===== src/rtl/morse_pkg.sv =====
// Shared types and helpers for the Morse transmit engine.
package morse_pkg;

    typedef enum logic [1:0] {IDLE, MARK, GAP, DONE} morse_state_e;

    localparam logic SYM_DOT  = 1'b0;
    localparam logic SYM_DASH = 1'b1;

    function automatic int unit_cnt_w(input int dash_units, input int gap_units);
        int m;
        m = (dash_units > gap_units) ? dash_units : gap_units;
        return $clog2(m + 1);
    endfunction

endpackage


===== src/rtl/morse_tx_engine_if.sv =====
// Character request/status bundle between the letter decoder and the Morse engine.
interface morse_tx_engine_if #(
    parameter int MAX_LEN = 8,
    parameter int LEN_W   = $clog2(MAX_LEN + 1)
) ();
    logic               start_i;
    logic               abort_i;
    logic [MAX_LEN-1:0] code_i;
    logic [LEN_W-1:0]   len_i;
    logic               busy_o;
    logic               tone_o;
    logic               dot_o;
    logic               dash_o;
    logic               done_o;

    modport master (output start_i, abort_i, code_i, len_i,
                    input  busy_o, tone_o, dot_o, dash_o, done_o);
    modport slave  (input  start_i, abort_i, code_i, len_i,
                    output busy_o, tone_o, dot_o, dash_o, done_o);
endinterface


===== src/rtl/morse_unit_timer.sv =====
// Free-running unit timer: one-cycle unit_tick every TICKS_PER_UNIT enabled cycles.
module morse_unit_timer #(
    parameter int TICKS_PER_UNIT = 25_000_000
) (
    input  logic clk_i,
    input  logic rst_i,
    input  logic clear_i,
    input  logic enable_i,
    output logic unit_tick_o
);
    localparam int CNT_W = $clog2(TICKS_PER_UNIT);

    logic [CNT_W-1:0] cnt_q, cnt_d;

    assign unit_tick_o = enable_i && (cnt_q == CNT_W'(TICKS_PER_UNIT - 1));

    always_comb begin
        cnt_d = cnt_q;
        if (clear_i || unit_tick_o)
            cnt_d = '0;
        else if (enable_i)
            cnt_d = cnt_q + CNT_W'(1);
    end

    always_ff @(posedge clk_i or posedge rst_i) begin
        if (rst_i)
            cnt_q <= '0;
        else
            cnt_q <= cnt_d;
    end
endmodule


===== src/rtl/morse_tx_engine.sv =====
// Serialises an LSB-first dot/dash pattern into timed marks and gaps.
// Outputs are registered; start is only honoured in IDLE or DONE.
module morse_tx_engine
    import morse_pkg::*;
#(
    parameter int TICKS_PER_UNIT = 25_000_000,
    parameter int MAX_LEN        = 8,
    parameter int DASH_UNITS     = 3,
    parameter int GAP_UNITS      = 1,
    parameter int LEN_W          = $clog2(MAX_LEN + 1)
) (
    input  logic             CLOCK50_i,
    input  logic             reset_i,
    morse_tx_engine_if.slave bus
);
    localparam int UNIT_W = unit_cnt_w(DASH_UNITS, GAP_UNITS);

    morse_state_e       state_q;
    logic [MAX_LEN-1:0] sh_q;
    logic [LEN_W-1:0]   len_q, sym_q;
    logic [UNIT_W-1:0]  units_q;
    logic               busy_q, tone_q, dot_q, dash_q, done_q;

    logic               unit_tick, accept, phase_end, last_sym, timer_en;
    logic [LEN_W-1:0]   len_sat;
    logic [UNIT_W-1:0]  req_units;

    assign len_sat   = (bus.len_i > LEN_W'(MAX_LEN)) ? LEN_W'(MAX_LEN) : bus.len_i;
    assign accept    = (state_q == IDLE || state_q == DONE) && bus.start_i && !bus.abort_i;
    assign timer_en  = (state_q == MARK) || (state_q == GAP);
    assign req_units = (state_q == MARK)
                     ? ((sh_q[0] == SYM_DASH) ? UNIT_W'(DASH_UNITS) : UNIT_W'(1))
                     : UNIT_W'(GAP_UNITS);
    assign phase_end = unit_tick && (units_q == req_units - UNIT_W'(1));
    assign last_sym  = (sym_q + LEN_W'(1)) == len_q;

    // Timer restarts on every state entry so each phase is whole units.
    morse_unit_timer #(.TICKS_PER_UNIT(TICKS_PER_UNIT)) u_timer (
        .clk_i      (CLOCK50_i),
        .rst_i      (reset_i),
        .clear_i    (bus.abort_i || accept || phase_end),
        .enable_i   (timer_en),
        .unit_tick_o(unit_tick)
    );

    always_ff @(posedge CLOCK50_i or posedge reset_i) begin
        if (reset_i) begin
            state_q <= IDLE;
            sh_q    <= '0;
            len_q   <= '0;
            sym_q   <= '0;
            units_q <= '0;
            busy_q  <= 1'b0;
            tone_q  <= 1'b0;
            dot_q   <= 1'b0;
            dash_q  <= 1'b0;
            done_q  <= 1'b0;
        end else if (bus.abort_i) begin
            state_q <= IDLE;
            units_q <= '0;
            busy_q  <= 1'b0;
            tone_q  <= 1'b0;
            dot_q   <= 1'b0;
            dash_q  <= 1'b0;
            done_q  <= 1'b0;
        end else begin
            case (state_q)
                IDLE, DONE: begin
                    if (accept) begin
                        sh_q    <= bus.code_i;
                        len_q   <= len_sat;
                        sym_q   <= '0;
                        units_q <= '0;
                        if (len_sat == '0) begin
                            state_q <= DONE;
                            done_q  <= 1'b1;
                        end else begin
                            state_q <= MARK;
                            done_q  <= 1'b0;
                            busy_q  <= 1'b1;
                            tone_q  <= 1'b1;
                            dot_q   <= (bus.code_i[0] == SYM_DOT);
                            dash_q  <= (bus.code_i[0] == SYM_DASH);
                        end
                    end
                end
                MARK: begin
                    if (phase_end) begin
                        units_q <= '0;
                        tone_q  <= 1'b0;
                        dot_q   <= 1'b0;
                        dash_q  <= 1'b0;
                        if (last_sym) begin
                            state_q <= DONE;
                            busy_q  <= 1'b0;
                            done_q  <= 1'b1;
                        end else begin
                            state_q <= GAP;
                            sh_q    <= sh_q >> 1;
                            sym_q   <= sym_q + LEN_W'(1);
                        end
                    end else if (unit_tick) begin
                        units_q <= units_q + UNIT_W'(1);
                    end
                end
                GAP: begin
                    if (phase_end) begin
                        state_q <= MARK;
                        units_q <= '0;
                        tone_q  <= 1'b1;
                        dot_q   <= (sh_q[0] == SYM_DOT);
                        dash_q  <= (sh_q[0] == SYM_DASH);
                    end else if (unit_tick) begin
                        units_q <= units_q + UNIT_W'(1);
                    end
                end
                default: state_q <= IDLE;
            endcase
        end
    end

    assign bus.busy_o = busy_q;
    assign bus.tone_o = tone_q;
    assign bus.dot_o  = dot_q;
    assign bus.dash_o = dash_q;
    assign bus.done_o = done_q;
endmodule


===== src/flat_wrapper.sv =====
// flat-port wrapper written by rule: the top's interface ports become plain ports
module morse_tx_engine_flat import morse_pkg::*;
#(
    parameter int TICKS_PER_UNIT = 25_000_000,
    parameter int MAX_LEN        = 8,
    parameter int DASH_UNITS     = 3,
    parameter int GAP_UNITS      = 1,
    parameter int LEN_W          = $clog2(MAX_LEN + 1)
)
  (CLOCK50_i, reset_i, bus_start_i, bus_abort_i, bus_code_i, bus_len_i, bus_busy_o, bus_tone_o, bus_dot_o, bus_dash_o, bus_done_o);
  morse_tx_engine_if #(.MAX_LEN(MAX_LEN), .LEN_W(LEN_W)) bus_i ();
  input  logic CLOCK50_i;
  input  logic reset_i;
  input wire logic [$bits(bus_i.start_i)-1:0] bus_start_i;
  input wire logic [$bits(bus_i.abort_i)-1:0] bus_abort_i;
  input wire logic [$bits(bus_i.code_i)-1:0] bus_code_i;
  input wire logic [$bits(bus_i.len_i)-1:0] bus_len_i;
  output wire logic [$bits(bus_i.busy_o)-1:0] bus_busy_o;
  output wire logic [$bits(bus_i.tone_o)-1:0] bus_tone_o;
  output wire logic [$bits(bus_i.dot_o)-1:0] bus_dot_o;
  output wire logic [$bits(bus_i.dash_o)-1:0] bus_dash_o;
  output wire logic [$bits(bus_i.done_o)-1:0] bus_done_o;
  assign bus_i.start_i = bus_start_i;
  assign bus_i.abort_i = bus_abort_i;
  assign bus_i.code_i = bus_code_i;
  assign bus_i.len_i = bus_len_i;
  assign bus_busy_o = bus_i.busy_o;
  assign bus_tone_o = bus_i.tone_o;
  assign bus_dot_o = bus_i.dot_o;
  assign bus_dash_o = bus_i.dash_o;
  assign bus_done_o = bus_i.done_o;
  morse_tx_engine #(.TICKS_PER_UNIT(TICKS_PER_UNIT), .MAX_LEN(MAX_LEN), .DASH_UNITS(DASH_UNITS), .GAP_UNITS(GAP_UNITS), .LEN_W(LEN_W)) u_core (.CLOCK50_i(CLOCK50_i), .reset_i(reset_i), .bus(bus_i));
endmodule

===== config.mk =====
export PLATFORM = sky130hd
export DESIGN_NAME = morse_tx_engine_flat
export DESIGN_NICKNAME = d
export VERILOG_FILES = /design/src/rtl/morse_pkg.sv /design/src/rtl/morse_tx_engine_if.sv /design/src/rtl/morse_unit_timer.sv /design/src/rtl/morse_tx_engine.sv /design/src/flat_wrapper.sv
export SDC_FILE = /design/constraint.sdc
export NUM_CORES = 1
export LEC_CHECK = 0
export ABC_AREA = 1
export CAP_MARGIN = 20
export CORE_MARGIN = 10
export CORE_UTILIZATION = 30
export DETAILED_ROUTE_END_ITERATION = 10
export DONT_BUFFER_PORTS = 1
export SYNTH_ARGS = -nofsm -noshare
export SYNTH_HDL_FRONTEND = slang
export SYNTH_SLANG_ARGS = --single-unit

===== constraint.sdc =====
create_clock -name CLOCK50_i -period 1.8 [get_ports CLOCK50_i]
set_input_delay 0.27 -clock CLOCK50_i [delete_from_list [all_inputs] [get_ports CLOCK50_i]]
set_output_delay 0.27 -clock CLOCK50_i [all_outputs]
set_load 0.01 [all_outputs]

==> flow_summary_export.csv <==
group,metric,value,unit
outcome,status,"finished clean",
cells_and_area,n_antenna_cell,0,
clock_tree,cts-buffers-inserted,5,
placed_design,hpwl,5.14,mm
clock_tree,cts_tree,"built",
cells_and_area,final_area,0.00358,mm²
route,vias,2575,
synth,syn_inst,379,
timing,drv_slew,0,
synth,synth_seq_area_share,0.441,
floorplanning,rows,35,
synth,syn-num-nets,399,
global_route,grt-ovfl-total,0,
cells_and_area,syn_to_final_growth,26.3,%
synth,synth_seq_cells,50,
hold_path,hold_path.class,"in -> reg",
route,avgViaCountPerCell,4.71,
floorplanning,core,0.00924,mm²
synth,ys_top_cells_by_area,"dfrtp_1, nand2_1, inv_1, nor2_1, nand3_1",
route,drc,0,
timing,tightest_slew,0.407,ns
timing,fin_skew,0.0131,ns
placed_design,port_buffers,0,
synth,syn-cell-area,0.00284,mm²
floorplanning,initial_core_util,0.307,
timing,grt_setup_unrepaired,"yes",
timing,setup_viol,0,
timing,fin_crit,1.72,ns
power,power,4.45,mW
worst_setup_path,worstPathArrival,1.93,ns
placed_design,placed_area,0.00322,mm²
worst_setup_path,crit_path_start_kind,"flop",
placed_design,place_congestion,0.903,
worst_setup_path,critPathMaxStageDelay,0.40,ns
global_route,track_usage,0.105,
route,firstDrtPassIters,4,
timing,maxSlewHeadroom,0.726,
cells_and_area,fillers,955,
power,leakagePower,1.59,nW
worst_setup_path,slowest_stage,"dfrtp_1",
timing,max_freq,0.580,GHz
global_route,antenna_found_initial,0,
route,drt_iter0_drc,222,
power,vdd_drop_max,0.372,mV
floorplanning,ioPinCount,21,
clock_tree,worstSkewPairLatency,0.32,ns
global_route,grt_max_degree,51,
route,drt-total-wl,7.14,mm
global_route,grt_pass1_vias,2548,
clock_tree,cts.sinks,50,
timing,hold_viol,0,
clock_tree,cts_max_level,2,
synth,synth_most_common_cell,"nand2_1",
clock_tree,cts_buffer_depth,2,
synth,yosysTopAreaCell,"dfrtp_1",
synth,yosysWarnings,0,
synth,synth_ff_type,"dfrtp_1",
flow_run,maxCapViolCount,0,
route,route.antenna.remaining_nets,0,
timing,hold_ws,0.100,ns
worst_setup_path,worstPathMaxFanout,12,
floorplanning,die_w,117,µm
synth,async_reset_ff_frac,1.00,
worst_setup_path,path_class,"reg -> reg",
worst_setup_path,critPathRequiredTime,2.01,ns
route,avgRoutedWirePerCell,13.0,µm
synth,synth_top_area_frac,0.441,
synth,synth-edff-count,0,
worst_setup_path,path_cells,"buf_4 > ha_4 > buf_4 > nand3_1 > nor2_1 > nand2_1 > nand2_2 > nor2_4 > nand2_4 > buf_12 > nand2_1 > o21ai_1",
power,power_density,1240,mW/mm²
timing,finalCritPeriodShare,0.957,
clock_tree,path_clk_slew,0.10,ns
floorplanning,die_y,117,µm
floorplanning,die_area,0.0137,mm²
global_route,grt_pass1_wl,11.7,mm
synth,yosys-top-cells-count,"nand2_1, inv_1, dfrtp_1",
synth,synth.avg_cell_area,7.48,µm²
cells_and_area,nets,437,
synth,synth.distinct_cells,30,
clock_tree,cts_root_buffer,"clkbuf_8",
worst_setup_path,cp-end-kind,"flop",
cells_and_area,layout-drive-gt1-share,0.215,
[worst max-delay path: cells and delay by family (launching register included)]
kind,cells,cell delay (ns)
compound gates,1,0.06
fa+ha+maj,1,0.17
buf+inv,3,0.44
flops,1,0.40
simple gates,7,0.56
[worst paths after layout]
path / startpoint / slack [ns] / endpoint / depth (start not counted)
min in group asynchronous: reset_i / 0.44 / u_core.sh_q[2] / 3
worst min-delay path: bus_len_i[0] / 0.10 / u_core.len_q[0] / 2
worst min register to register: u_core.u_timer.cnt_q[5] / 0.49 / u_core.u_timer.cnt_q[5] / 1
max in group asynchronous: reset_i / 1.11 / u_core.u_timer.cnt_q[6] / 3
worst max-delay path: u_core.state_q[0] / 0.08 / u_core.sh_q[5] / 12
worst max register to register: u_core.state_q[0] / 0.08 / u_core.sh_q[5] / 12
[layout by cell type (no fill, tap or decap)]
cell type      count
nor2_4             5
a31oi_1            5
nand3_4            1
clkbuf_8           5
inv_2              7
clkinv_4           1
dlygate4sd3_1      1
nor2_2             4
inv_1             50
nor3_1            10
nand2_1           83
mux2i_1            7
nand2_4            3
nor3_4             2
nor2_1            31
o21ai_0           14
a21oi_1           22
nand2_2           11
nand3_1           23
buf_12             3
o22ai_1            2
ha_4               3
nor3_2             1
o21a_1             2
nand4_1            8
o21ai_2            5
nand3_2            2
bufinv_16          2
xnor2_1            2
buf_6              3
clkbuf_16          1
nor4_1             2
ha_2               1
xor2_1             1
buf_4             30
o21ai_1           15
dfrtp_1           50
[logic make-up after synthesis]
| logic type | synth area share |
|---|---|
| muxes | 0.0247 |
| DFF | 0.441 |
| adders and majority gates | 0.0176 |
| buffers and inverters | 0.0926 |
| and+or+nand+nor | 0.294 |
| xor gates and xnor gates | 0.00927 |
| AOI/OAI and AO/OA | 0.121 |
[stage by stage]
step | TNS [ns] | setup WS [ns] | cells | util
detailed placement | -0.246 | -0.0500 | 531 | 0.348
global placement | -0.141 | -0.0364 | 531 | 0.348
CTS | 0 | 0.00920 | 541 | 0.368
global route | -0.475 | -0.0513 | 547 | 0.388
finish | 0 | 0.0770 | 547 | 0.388
floorplan | 0 | 0.00794 | 379 | -
[power breakdown]
group | internal (mW) | leakage [nW] | total, mW | switching [mW]
logic | 0.882 | 0.852 | 1.91 | 1.03
registers | 1.37 | 0.671 | 1.58 | 0.208
clock network | 0.557 | 0.0683 | 0.966 | 0.409
[registers in the layout, summed over array words and instances (netlist names)]
| register | cells |
|---|---|
| u_core.units_q | 2 |
| u_core.sh_q | 8 |
| u_core.bus.dash_o | 1 |
| u_core.len_q | 4 |
| u_core.u_timer.cnt_q | 25 |
| u_core.bus.done_o | 1 |
| u_core.bus.busy_o | 1 |
| u_core.bus.tone_o | 1 |
| u_core.state_q | 2 |
| u_core.bus.dot_o | 1 |
| u_core.sym_q | 4 |
[timing repair]
| item | CTS | global route |
|---|---|---|
| setup endpoints to repair | 17 | 39 |
| cloned | 0 | 2 |
| hold endpoints to repair | 50 | 0 |
| hold buffers | 1 | 0 |
| pin swaps | 4 | 9 |
| buffers inserted | 1 | 4 |
| resized for setup | 9 | 36 |
[per-layer routing]
metal,track usage,wire length [µm]
met2,0.181,3450
met4,0.0371,94
met5,0,0
met1,0.123,3250
met3,0.0255,342
[area by class of cell]
type / instances / area (µm²) / area share
Inverter: 57 / 214 / 0.0597
Multi-Input combinational cell: 265 / 1460 / 0.409
Clock inverter: 3 / 68.8 / 0.0192
Clock buffer: 5 / 68.8 / 0.0192
Tap cell: 129 / 161 / 0.0451
Sequential cell: 50 / 1250 / 0.349
Timing Repair Buffer: 38 / 354 / 0.0988
No activity file was read; power rests on OpenSTA's default activity.
